File: src/rtl/decode_hazard_ctrl.sv
// -----------------------------------------------------------------------------
// decode_hazard_ctrl
//
// Decode-stage sequencer for the 16-bit, 5-stage pipeline. The pipeline has
// no forwarding network, so a read of a register with a write still in flight
// must wait in decode until that write has retired.
//
// In-flight writes are tracked in a shift-register scoreboard. There is one
// slot per downstream stage (ID/EX, EX/MEM, MEM/WB), and slot 0 is the
// youngest. The scoreboard shifts on every unfrozen clock. The oldest slot
// retires on that shift, in the same cycle its write lands in the register
// file. Its dependency is therefore gone from the following cycle.
//
// Ports
//   clk         in   system clock, rising edge
//   rst         in   asynchronous, active-low reset
//   id_valid    in   IF/ID holds a valid instruction
//   id_rs_sel   in   [2:0] read port 1 register
//   id_rs_used  in   instruction reads rs
//   id_rt_sel   in   [2:0] read port 2 register
//   id_rt_used  in   instruction reads rt
//   id_wr_en    in   instruction writes the register file
//   id_wr_sel   in   [2:0] resolved destination register
//   id_halt     in   instruction is HALT
//   br_taken    in   redirect resolved in execute (taken branch or jump)
//   mem_stall   in   memory busy; the whole pipeline freezes
//   stall_if    out  hold the PC and IF/ID
//   bubble_id   out  load a NOP into ID/EX
//   flush_if    out  squash IF/ID
//   halted      out  sticky halt indication
//   pend_cnt    out  number of valid scoreboard slots
//
// There are no valid/ready handshakes in this block. All controls are
// level-sensitive, evaluated every cycle, and combinational from the current
// state and inputs.
// -----------------------------------------------------------------------------
module decode_hazard_ctrl #(
  parameter int DEPTH     = 3,
  parameter int FLUSH_CYC = 2
) (
  input  logic                       clk,
  input  logic                       rst,
  input  logic                       id_valid,
  input  logic [2:0]                 id_rs_sel,
  input  logic                       id_rs_used,
  input  logic [2:0]                 id_rt_sel,
  input  logic                       id_rt_used,
  input  logic                       id_wr_en,
  input  logic [2:0]                 id_wr_sel,
  input  logic                       id_halt,
  input  logic                       br_taken,
  input  logic                       mem_stall,
  output logic                       stall_if,
  output logic                       bubble_id,
  output logic                       flush_if,
  output logic                       halted,
  output logic [$clog2(DEPTH+1)-1:0] pend_cnt
);

  localparam int PW = $clog2(DEPTH + 1);
  // The counter only has to hold FLUSH_CYC-1. The redirect cycle itself is
  // the first flush cycle.
  localparam int FW = (FLUSH_CYC > 2) ? $clog2(FLUSH_CYC) : 1;
  localparam logic [FW-1:0] FLUSH_LOAD = FW'(FLUSH_CYC - 1);

  // ---------------------------------------------------------------------------
  // State
  // ---------------------------------------------------------------------------
  logic [DEPTH-1:0] slot_v;
  logic [2:0]       slot_reg [DEPTH];
  logic [FW-1:0]    flush_cnt;
  logic             halted_q;

  // ---------------------------------------------------------------------------
  // Dependency check
  // ---------------------------------------------------------------------------
  logic rs_match;
  logic rt_match;
  logic hazard;
  logic flushing;
  logic issue;
  logic halt_take;

  // All eight registers are real storage. r0 is matched like any other.
  always_comb begin
    rs_match = 1'b0;
    rt_match = 1'b0;
    for (int i = 0; i < DEPTH; i++) begin
      if (slot_v[i] && (slot_reg[i] == id_rs_sel)) rs_match = 1'b1;
      if (slot_v[i] && (slot_reg[i] == id_rt_sel)) rt_match = 1'b1;
    end
  end

  assign hazard   = id_valid & ((id_rs_used & rs_match) | (id_rt_used & rt_match));
  assign flushing = br_taken | (flush_cnt != '0);

  // An instruction leaves decode only if it is valid, has no outstanding
  // source dependency, is not being squashed, and the pipe is neither halted
  // nor frozen.
  assign issue     = id_valid & ~hazard & ~flushing & ~halted_q & ~mem_stall;

  // A HALT that arrives with a redirect is younger than the branch. It is
  // discarded with the rest of the wrong path.
  assign halt_take = id_valid & id_halt & ~hazard & ~flushing & ~mem_stall;

  // ---------------------------------------------------------------------------
  // Outputs
  // ---------------------------------------------------------------------------
  // A flush overrides a hazard stall. The dependent instruction is on the
  // wrong path and must be squashed, not held.
  assign stall_if  = mem_stall | halted_q | (hazard & ~flushing);
  // During a freeze ID/EX holds its contents, so no bubble is inserted.
  assign bubble_id = ~mem_stall & (hazard | flushing | halted_q | ~id_valid);
  assign flush_if  = flushing;
  assign halted    = halted_q;

  always_comb begin
    pend_cnt = '0;
    for (int i = 0; i < DEPTH; i++) begin
      pend_cnt = pend_cnt + PW'(slot_v[i]);
    end
  end

  // ---------------------------------------------------------------------------
  // Scoreboard shift register
  // ---------------------------------------------------------------------------
  always_ff @(posedge clk or negedge rst) begin
    if (!rst) begin
      slot_v <= '0;
      for (int i = 0; i < DEPTH; i++) slot_reg[i] <= 3'd0;
    end else if (!mem_stall) begin
      for (int i = DEPTH - 1; i > 0; i--) begin
        slot_v[i]   <= slot_v[i-1];
        slot_reg[i] <= slot_reg[i-1];
      end
      // A bubble (issue=0) enters as an empty slot. This also covers the
      // case of a writer that is itself waiting on a hazard.
      slot_v[0]   <= issue & id_wr_en;
      slot_reg[0] <= id_wr_sel;
    end
  end

  // ---------------------------------------------------------------------------
  // Flush counter
  // ---------------------------------------------------------------------------
  // A redirect during an active flush reloads the counter rather than
  // adding to it. Only the newest redirect's wrong path needs squashing.
  always_ff @(posedge clk or negedge rst) begin
    if (!rst) begin
      flush_cnt <= '0;
    end else if (!mem_stall) begin
      if (br_taken) begin
        flush_cnt <= FLUSH_LOAD;
      end else if (flush_cnt != '0) begin
        flush_cnt <= flush_cnt - FW'(1);
      end
    end
  end

  // ---------------------------------------------------------------------------
  // Sticky halt
  // ---------------------------------------------------------------------------
  // The halt flag clears only on reset. The scoreboard keeps shifting while
  // halted, so older writes still drain and pend_cnt falls to zero.
  always_ff @(posedge clk or negedge rst) begin
    if (!rst) begin
      halted_q <= 1'b0;
    end else if (halt_take) begin
      halted_q <= 1'b1;
    end
  end

endmodule

File: config.mk
export PLATFORM = sky130hd
export DESIGN_NAME = decode_hazard_ctrl
export DESIGN_NICKNAME = d
export VERILOG_FILES = /design/src/rtl/decode_hazard_ctrl.sv
export SDC_FILE = /design/constraint.sdc
export NUM_CORES = 1
export LEC_CHECK = 0
export ABC_AREA = 1
export BUFFER_PORTS_ARGS = -buffer_cell sky130_fd_sc_hd__buf_4
export CAP_MARGIN = 20
export CORE_MARGIN = 2
export CORE_UTILIZATION = 51
export DETAILED_ROUTE_END_ITERATION = 8
export PLACE_DENSITY = 0.86
export SLEW_MARGIN = 20
export SYNTH_ARGS = -nofsm -noshare
export SYNTH_HDL_FRONTEND = slang
export SYNTH_SLANG_ARGS = --single-unit
File: constraint.sdc
create_clock -name clk -period 1.5 [get_ports clk]
set_input_delay 0.3 -clock clk [delete_from_list [all_inputs] [get_ports clk]]
set_output_delay 0.3 -clock clk [all_outputs]
set_load 0.01 [all_outputs]
==> results.sh, run 1 <==
export IMPL_status="complete, but fails checks"
export IMPL_violations="negative setup slack"
export IMPL_drive_above_1_share_pct=29.4
export IMPL_dr_pass1_iters=4
export IMPL_report_final_slew_viol_count=0
export IMPL_p_per_area_mw_per_mm2=693
export IMPL_worst_r2r_setup_slack_ps=170
export IMPL_fin_crit_sh_pct=122
export IMPL_synthTopCellsByArea="dfrtp_1 37%, nand2_1 27%, nor2_1 7.2%"
export IMPL_die_width_um=47.0
export IMPL_setup_violations=4
export IMPL_whs_endpoint="slot_reg[7]"
export IMPL_synth_seq_area_share_pct=37.2
export IMPL_cpPeakStageDelay_ps=410
export IMPL_ys_warn_count=0
export IMPL_clkTransAtPathRegs_ps=80
export IMPL_holdPathStages=3
export IMPL_min_path_type="in2reg"
export IMPL_cts_buffer_depth=2
export IMPL_cap_violations=0
export IMPL_ant_nets=0
export IMPL_ys_ff_latch=14
export IMPL_largest_reg_flops=9
export IMPL_grt_ovfl_total=0
export IMPL_worst_path_most_repeated_cell="nand2_1"
export IMPL_peakVddDrop_mv=0.513
export IMPL_final_cell_mix="67 x nand2_1, 26 x buf_4, 17 x nor2_1"
export IMPL_clockRootBuffer="clkbuf_4"
export IMPL_reg2reg_to="slot_v[0]"
export IMPL_whs_ps=238
export IMPL_hold_viol=0
export IMPL_required_ps=1200
export IMPL_placed_cells=197
export IMPL_synth_area_per_cell_um2=6.36
export IMPL_wl_per_cell_um=10.3
export IMPL_synthesis_area_um2=941
export IMPL_final_setup_skew_ps=1.52
export IMPL_antenna_cells=0
export IMPL_io_pins=24
export IMPL_wirelength_um=2080
export IMPL_io_buffers=23
export IMPL_p_leak_nw=0.664
export IMPL_cpLargestDelayFamily="simple AND/OR/NAND/NOR gates"
export IMPL_multi_input_comb_area_um2=513
export IMPL_setup_tns_ps=-828
export IMPL_design_area_mm2=0.00122
export IMPL_via_per_inst=4.87
export IMPL_synth_cells=148
export IMPL_grt_max_degree=19
export IMPL_dp_hpwl_um=1720
export IMPL_cts_buffers=3
export IMPL_rows=15
export IMPL_grt_pass1_vias=849
export IMPL_ctsHtreeMaxLevel=1
export IMPL_synthesis_nets=167
export IMPL_antenna_found_initial=0
export IMPL_synth_distinct_cells=18
export IMPL_slowest_stage="dfrtp_1"
export IMPL_worst_setup_path_type="reg2out"
export IMPL_cp_arrival_ps=1530
export IMPL_grt_first_pass_wirelength_um=3510
export IMPL_yosysTopAreaCell="dfrtp_1"
export IMPL_r2r_cells=10
export IMPL_critPathMaxFanout=4
export IMPL_die_h_um=47.0
export IMPL_cp_cell_sequence="inv_1, nand2_1, nand2_1, nor2_1, nand2_1, nand3_2, nand2_4, nand3_4, nor2_4, nor2_2, buf_4"
export IMPL_cp_start_kind="flop"
export IMPL_yosys_area_top_type_share_pct=37.2
export IMPL_layout_commonest_cell="nand2_1"
export IMPL_worstMarginPinSlew_ps=175
export IMPL_nets=198
export IMPL_nFillCells=152
export IMPL_design_power_total_uw=846
export IMPL_timing_final_crit_period_ps=1830
export IMPL_grt_setup_unrepaired="yes"
export IMPL_worst_slack_ps=-328
export IMPL_critical_path_buf_inv_count=2
export IMPL_min_from="id_wr_sel[1]"
export IMPL_timing_rr_start="slot_reg[0]"
export IMPL_slew_headroom_pct=88.2
export IMPL_critPathCaptureType="primary output"
export IMPL_grtUsageTotal_pct=22.6
export IMPL_cts_tree="built"
export IMPL_start_util_pct=54.5
export IMPL_dieArea_mm2=0.00220
export IMPL_vias=984
export IMPL_syn_to_final_growth_pct=29.8
export IMPL_core_area_mm2=0.00173
export IMPL_route_detailed_drc=0
export IMPL_clock_sinks=14
export IMPL_clock_fmax_mhz=547
export IMPL_clock_latency_ps=270
export IMPL_gp_congestion=0.895
export IMPL_seqCellArea_um2=352
export IMPL_dpl_cell_area_mm2=0.00116
export IMPL_finalNonFillerCells=202
export IMPL_drtIter0Drc=31
Yosys cell counts:
| library cell | number |
|---|---|
| nor2_2 | 2 |
| nand3_2 | 1 |
| o21ai_2 | 2 |
| a21oi_1 | 1 |
| nand2_1 | 67 |
| inv_1 | 13 |
| nand3_1 | 4 |
| nor2_1 | 18 |
| nand2_2 | 1 |
| fa_1 | 1 |
| clkbuf_1 | 2 |
| inv_2 | 7 |
| nand2_4 | 1 |
| nand3_4 | 1 |
| dfrtp_1 | 14 |
| xnor2_1 | 1 |
| buf_2 | 1 |
| o21ai_0 | 11 |
tightest hold or removal path, delay by kind of cell:
family | cells | cell delay, ps
buffers and inverters | 1 | 80
AOI/OAI and AO/OA | 1 | 60
and+or+nand+nor | 1 | 40
final cells by class:
| type | count | share of cell area, % |
|---|---|---|
| clock buffer | 3 | 1.84 |
| sequential | 14 | 28.8 |
| timing repair buffer | 29 | 18.6 |
| multi-input combinational | 111 | 42.0 |
| inverter | 20 | 6.15 |
| tap | 25 | 2.56 |
report_power, final:
group | switching, mW | leakage (nW) | internal [mW]
sequential | 0.0320 | 0.173 | 0.406
clock | 0.108 | 0.0138 | 0.0927
combinational | 0.114 | 0.477 | 0.0931
logic make-up (layout without fill, tap and decap cells):
family	count (synthesis)	after routing	synth area share [%]
fa+ha+maj	1	1	2.13
compound gates	14	14	8.24
simple gates	95	95	42.2
flops	14	14	37.2
xor+xnor	1	1	0.931
buf+inv	23	52	9.31
metal layers:
metal	track usage, %	routed length, um	share of wire [%]
met5	0	0	0
met4	6.67	9	0.43
met3	3.46	103	5.0
met2	39.2	1110	53
met1	29.2	855	41
repair_timing:
item / CTS / global route
pin swaps: 2 / 0
buffers inserted: 1 / 0
resized for setup: 8 / 1
endpoints found under the setup margin: 4 / 4
endpoints found under the hold margin: 14 / 0
hold buffers: 1 / 0
worst max-delay path by stage:
stage / start / end / slack (ps) / depth (start not counted)
floorplan: slot_reg[6] / bubble_id / 170 / 10
global placement: id_rt_sel[1] / bubble_id / -50 / 12
detailed placement: id_rt_sel[1] / bubble_id / -100 / 12
CTS: slot_reg[1] / bubble_id / -330 / 11
global route: slot_reg[4] / bubble_id / -440 / 11
finish: slot_reg[0] / bubble_id / -330 / 11
per-stage QoR:
| step | setup WS [ps] | util (%) |
|---|---|---|
| floorplan | 165 | - |
| global placement | -47.2 | 67.3 |
| detailed placement | -98.8 | 67.3 |
| CTS | -330 | 70.6 |
| global route | -439 | 70.7 |
| finish | -328 | 70.7 |
No activity file was read; power rests on OpenSTA's default activity.
==> run 2, diff against run 1 <==
--- a/config.mk
+++ b/config.mk
@@ -11,6 +11,7 @@
 export CORE_MARGIN = 2
 export CORE_UTILIZATION = 51
 export DETAILED_ROUTE_END_ITERATION = 8
+export GPL_TIMING_DRIVEN = 0
 export PLACE_DENSITY = 0.86
 export SLEW_MARGIN = 20
 export SYNTH_ARGS = -nofsm -noshare
==> results.sh, run 2 (same netlist as run 1, synthesis figures left out) <==
export IMPL_status="complete, but fails checks"
export IMPL_violations="negative setup slack"
export IMPL_final_setup_skew_ps=3.30
export IMPL_route_detailed_drc=0
export IMPL_cpPeakStageDelay_ps=440
export IMPL_grt_ovfl_total=0
export IMPL_cp_arrival_ps=1550
export IMPL_clock_sinks=14
export IMPL_intPower_uw=658
export IMPL_setup_violations=4
export IMPL_ant_nets=0
export IMPL_place_ws_ps=-147
export IMPL_grt_setup_unrepaired="yes"
export IMPL_placed_cells=195
export IMPL_cts_buffer_depth=2
export IMPL_multi_input_comb_area_um2=531
export IMPL_drtIter0Drc=22
export IMPL_required_ps=1200
export IMPL_grt_pass1_vias=887
export IMPL_timing_rr_start="slot_reg[3]"
export IMPL_io_buffers=22
export IMPL_antenna_cells=0
export IMPL_via_per_inst=4.76
export IMPL_postLayoutCoreUtil_pct=73.3
export IMPL_syn_to_final_growth_pct=34.6
export IMPL_power_frac_seq_pct=47.4
export IMPL_grtUsageTotal_pct=22.7
export IMPL_worst_path_most_repeated_cell="nand2_1"
export IMPL_worst_setup_path_type="reg2out"
export IMPL_clock_latency_ps=270
export IMPL_slowest_stage="dfrtp_1"
export IMPL_hold_viol=0
export IMPL_start_util_pct=54.5
export IMPL_seqCellArea_um2=353
export IMPL_finalNonFillerCells=206
export IMPL_min_path_type="in2reg"
export IMPL_gp_congestion=0.873
export IMPL_cpLargestDelayFamily="simple AND/OR/NAND/NOR gates"
export IMPL_antenna_found_initial=0
export IMPL_combPwrFrac_pct=24.3
export IMPL_crit_start="slot_reg[3]"
export IMPL_critPathCaptureType="primary output"
export IMPL_layout_commonest_cell="nand2_1"
export IMPL_cap_violations=0
export IMPL_clkPwrFrac_pct=28.3
export IMPL_clkTransAtPathRegs_ps=80
export IMPL_min_from="br_taken"
export IMPL_io_pins=24
export IMPL_cts_tree="built"
export IMPL_p_per_area_mw_per_mm2=735
export IMPL_rows=15
export IMPL_cp_cell_sequence="inv_2, nand2_1, nand2_1, nor2_1, nand2_1, nand3_2, nand2_4, nand3_4, nor2_4, nor2_2, buf_4"
export IMPL_dr_pass1_iters=4
export IMPL_slew_headroom_pct=69.3
export IMPL_nFillCells=133
export IMPL_die_width_um=47.0
export IMPL_setup_tns_ps=-917
export IMPL_die_h_um=47.0
export IMPL_cts_buffers=3
export IMPL_dp_hpwl_um=1670
export IMPL_fin_crit_sh_pct=124
export IMPL_wl_per_cell_um=10.8
export IMPL_clockRootBuffer="clkbuf_4"
export IMPL_largest_reg_flops=9
export IMPL_ctsHtreeMaxLevel=1
export IMPL_core_area_mm2=0.00173
export IMPL_worst_slack_ps=-355
export IMPL_wirelength_um=2230
export IMPL_final_cell_mix="65 x nand2_1, 26 x buf_4, 16 x nor2_1"
export IMPL_power_net_switching_uw=273
export IMPL_swShare_pct=29.3
export IMPL_nets=201
export IMPL_worstMarginPinSlew_ps=460
export IMPL_clock_fmax_mhz=539
export IMPL_dieArea_mm2=0.00220
export IMPL_vias=981
export IMPL_critical_path_buf_inv_count=2
export IMPL_p_leak_nw=0.685
export IMPL_critPathMaxFanout=4
export IMPL_drive_above_1_share_pct=33.1
export IMPL_grt_first_pass_wirelength_um=3570
export IMPL_grt_max_degree=15
export IMPL_timing_final_crit_period_ps=1850
export IMPL_peakVddDrop_mv=0.795
export IMPL_whs_ps=229
export IMPL_cp_start_kind="flop"
export IMPL_report_final_slew_viol_count=0
[run 2: through the flow]
stage	area (um^2)	power, mW
after CTS	1220	0.909
after detailed placement	1140	0.637
after floorplan	941	0.553
after global placement	1140	0.629
after global routing	1270	0.979
final	1270	0.931
[run 2: worst paths after layout]
check                               to  slack, ps  cells after the start
max in group asynchronous  slot_reg[7]        920                      2
min                          flush_cnt        230                      3
max                          bubble_id       -350                     11
min reg2reg                  flush_cnt        490                      2
min in group asynchronous    flush_cnt        400                      2
max reg2reg                  slot_v[0]        160                     10
[run 2: worst reg2reg max path, cell delays in order, from the launching register on]
cell	delay [ps]
dfrtp_1	440
inv_2	90
nand2_1	50
nand2_1	50
nor2_1	40
nand2_1	60
nand3_2	110
nand2_4	90
nand3_4	70
buf_4	150
o21ai_2	110
[run 2: metal layers]
layer | GRT usage (%) | wire (um)
met5 | 0 | 0
met2 | 40.0 | 1120
met1 | 28.8 | 964
met3 | 2.69 | 99
met4 | 7.78 | 48
[run 2: layout make-up]
cell class	count	share of cell area (%)
buffer	3	0.988
sequential	14	27.9
tap	25	2.47
timing repair buffer	29	18.0
clock buffer	4	2.87
inverter	20	5.93
multi-input combinational	111	41.9
[run 2: power by group through the flow]
stage          Sequential, mW  Clock (mW)  Combinational (mW)
3_5_place_dp            0.444           0               0.192
2_1_floorplan           0.437           0               0.116
5_1_grt                 0.444       0.275               0.260
6_report                0.441       0.263               0.226
3_3_place_gp            0.443           0               0.186
4_1_cts                 0.438       0.263               0.207
[run 2: repair_timing]
item,4_1_cts,5_1_grt
pin swaps,5,7
buffers inserted,3,3
endpoints found under the setup margin,4,4
hold buffers,1,0
gates resized for setup,6,9
endpoints found under the hold margin,14,0
==> run 3, diff against run 2 <==
--- a/config.mk
+++ b/config.mk
@@ -7,9 +7,11 @@
 export LEC_CHECK = 0
 export ABC_AREA = 1
 export BUFFER_PORTS_ARGS = -buffer_cell sky130_fd_sc_hd__buf_4
-export CAP_MARGIN = 20
+export CELL_PAD_IN_SITES_DETAIL_PLACEMENT = 1
+export CELL_PAD_IN_SITES_GLOBAL_PLACEMENT = 1
+export CORE_ASPECT_RATIO = 0.5
 export CORE_MARGIN = 2
-export CORE_UTILIZATION = 51
+export CORE_UTILIZATION = 35
 export DETAILED_ROUTE_END_ITERATION = 8
 export GPL_TIMING_DRIVEN = 0
 export PLACE_DENSITY = 0.86
==> results.sh, run 3 (same netlist as run 1, synthesis figures left out) <==
export IMPL_finalNonFillerCells=219
export IMPL_cp_start_kind="flop"
export IMPL_whs_endpoint="slot_reg[8]"
export IMPL_worst_slack_ps=-422
export IMPL_dp_hpwl_um=2070
export IMPL_placed_cells=207
export IMPL_ant_nets=0
export IMPL_min_path_type="in2reg"
export IMPL_antenna_cells=0
export IMPL_vias=1032
export IMPL_layout_commonest_cell="nand2_1"
export IMPL_reg2reg_to="slot_v[0]"
export IMPL_hold_viol=0
export IMPL_die_h_um=40.7
export IMPL_cap_violations=0
export IMPL_clockRootBuffer="clkbuf_8"
export IMPL_peakVddDrop_mv=0.474
export IMPL_io_buffers=22
export IMPL_ctsHtreeMaxLevel=1
export IMPL_grtUsageTotal_pct=18.9
export IMPL_critPathMaxFanout=3
export IMPL_timing_final_crit_period_ps=1920
export IMPL_grt_max_degree=15
export IMPL_required_ps=1200
export IMPL_core_area_mm2=0.00257
export IMPL_p_leak_nw=0.694
export IMPL_holdPathStages=3
export IMPL_cts_buffer_depth=2
export IMPL_start_util_pct=36.6
export IMPL_seqCellArea_um2=353
export IMPL_nFillCells=365
export IMPL_worstMarginPinSlew_ps=468
export IMPL_design_power_total_uw=977
export IMPL_grt_first_pass_wirelength_um=4420
export IMPL_cts_buffers=3
export IMPL_clock_latency_ps=240
export IMPL_status="complete, but fails checks"
export IMPL_min_from="id_wr_sel[2]"
export IMPL_worst_setup_path_type="reg2out"
export IMPL_final_cell_mix="66 x nand2_1, 29 x buf_4, 18 x nor2_1"
export IMPL_worst_r2r_setup_slack_ps=30
export IMPL_cp_arrival_ps=1620
export IMPL_gp_congestion=0.796
export IMPL_fin_crit_sh_pct=128
export IMPL_whs_ps=270
export IMPL_clock_fmax_mhz=520
export IMPL_route_detailed_drc=0
export IMPL_final_setup_skew_ps=1.08
export IMPL_critPathCaptureType="primary output"
export IMPL_grt_pass1_vias=935
export IMPL_grt_ovfl_total=0
export IMPL_largest_reg_flops=9
export IMPL_dieArea_mm2=0.00314
export IMPL_slew_headroom_pct=68.8
export IMPL_p_per_area_mw_per_mm2=757
export IMPL_wl_per_cell_um=13.5
export IMPL_timing_rr_start="slot_reg[6]"
export IMPL_drive_above_1_share_pct=32.4
export IMPL_dr_pass1_iters=4
export IMPL_report_final_slew_viol_count=0
export IMPL_syn_to_final_growth_pct=37.1
export IMPL_crit_start="slot_reg[6]"
export IMPL_r2r_cells=10
export IMPL_die_width_um=77.3
export IMPL_drtIter0Drc=55
export IMPL_clkTransAtPathRegs_ps=50
export IMPL_cts_tree="built"
export IMPL_rows=13
export IMPL_violations="negative setup slack"
export IMPL_clock_sinks=14
export IMPL_wirelength_um=2950
export IMPL_multi_input_comb_area_um2=523
export IMPL_setup_violations=4
export IMPL_via_per_inst=4.71
export IMPL_antenna_found_initial=0
export IMPL_grt_setup_unrepaired="yes"
export IMPL_io_pins=24
export IMPL_nets=203
run 3: changes by cell type in the layout (fill, tap and decap cells not counted):
cell	delta
nand2_2	-1
clkbuf_8	+2
buf_4	+3
clkbuf_4	-3
inv_1	-1
nor2_1	+2
buf_6	-1
inv_2	+1
nor2_2	-2
nand2_1	+1
run 3: per-stage QoR:
| step | area, um^2 | setup slack [ps] | setup TNS, ps | util (%) |
|---|---|---|---|---|
| global route | 1290 | -473 | -1370 | 50.2 |
| detailed placement | 1150 | -216 | -372 | 44.8 |
| floorplan | 941 | 165 | 0 | - |
| global placement | 1150 | -158 | -264 | 44.8 |
| finish | 1290 | -422 | -1180 | 50.2 |
| CTS | 1260 | -347 | -1030 | 48.9 |
run 3: critical path: stages (launching register included):
cell,delay (ps)
dfrtp_1,420
inv_2,90
nand2_1,70
nand2_1,70
nor2_1,40
nand2_1,90
nand3_2,110
nand2_2,120
nand3_4,80
nor2_4,90
nor2_2,40
buf_4,160
run 3: what timing repair did:
item,4_1_cts,5_1_grt
resized for setup,8,4
buffers inserted,5,3
pin swaps,5,1
hold buffers,1,0
setup endpoints to repair,4,6
hold endpoints to repair,14,0
run 3: layout make-up:
type	instances	share of cell area, %
Multi-Input combinational cell	111	40.5
Sequential cell	14	27.4
Timing Repair Buffer	31	18.5
Inverter	20	5.82
Tap cell	37	3.59
Clock buffer	3	3.20
Buffer	3	0.970
run 3: layer usage:
metal,vias to the layer above,GRT usage [%],share of wire [%]
li1,514,-,-
met1,490,25.9,50
met2,22,32.2,45
met3,6,2.86,3.6
met4,0,5.36,1.4
met5,-,0,0
run 3: worst max-delay path by stage:
stage,endpoint,slack (ps),depth (start not counted)
4_1_cts,bubble_id,-350,11
3_3_place_gp,bubble_id,-160,11
6_report,bubble_id,-420,11
3_5_place_dp,bubble_id,-220,12
5_1_grt,bubble_id,-470,11
2_1_floorplan,bubble_id,170,10
run 3: power breakdown:
group / switching [mW] / internal [mW]
sequential: 0.0393 / 0.408
clock: 0.121 / 0.177
combinational: 0.129 / 0.102
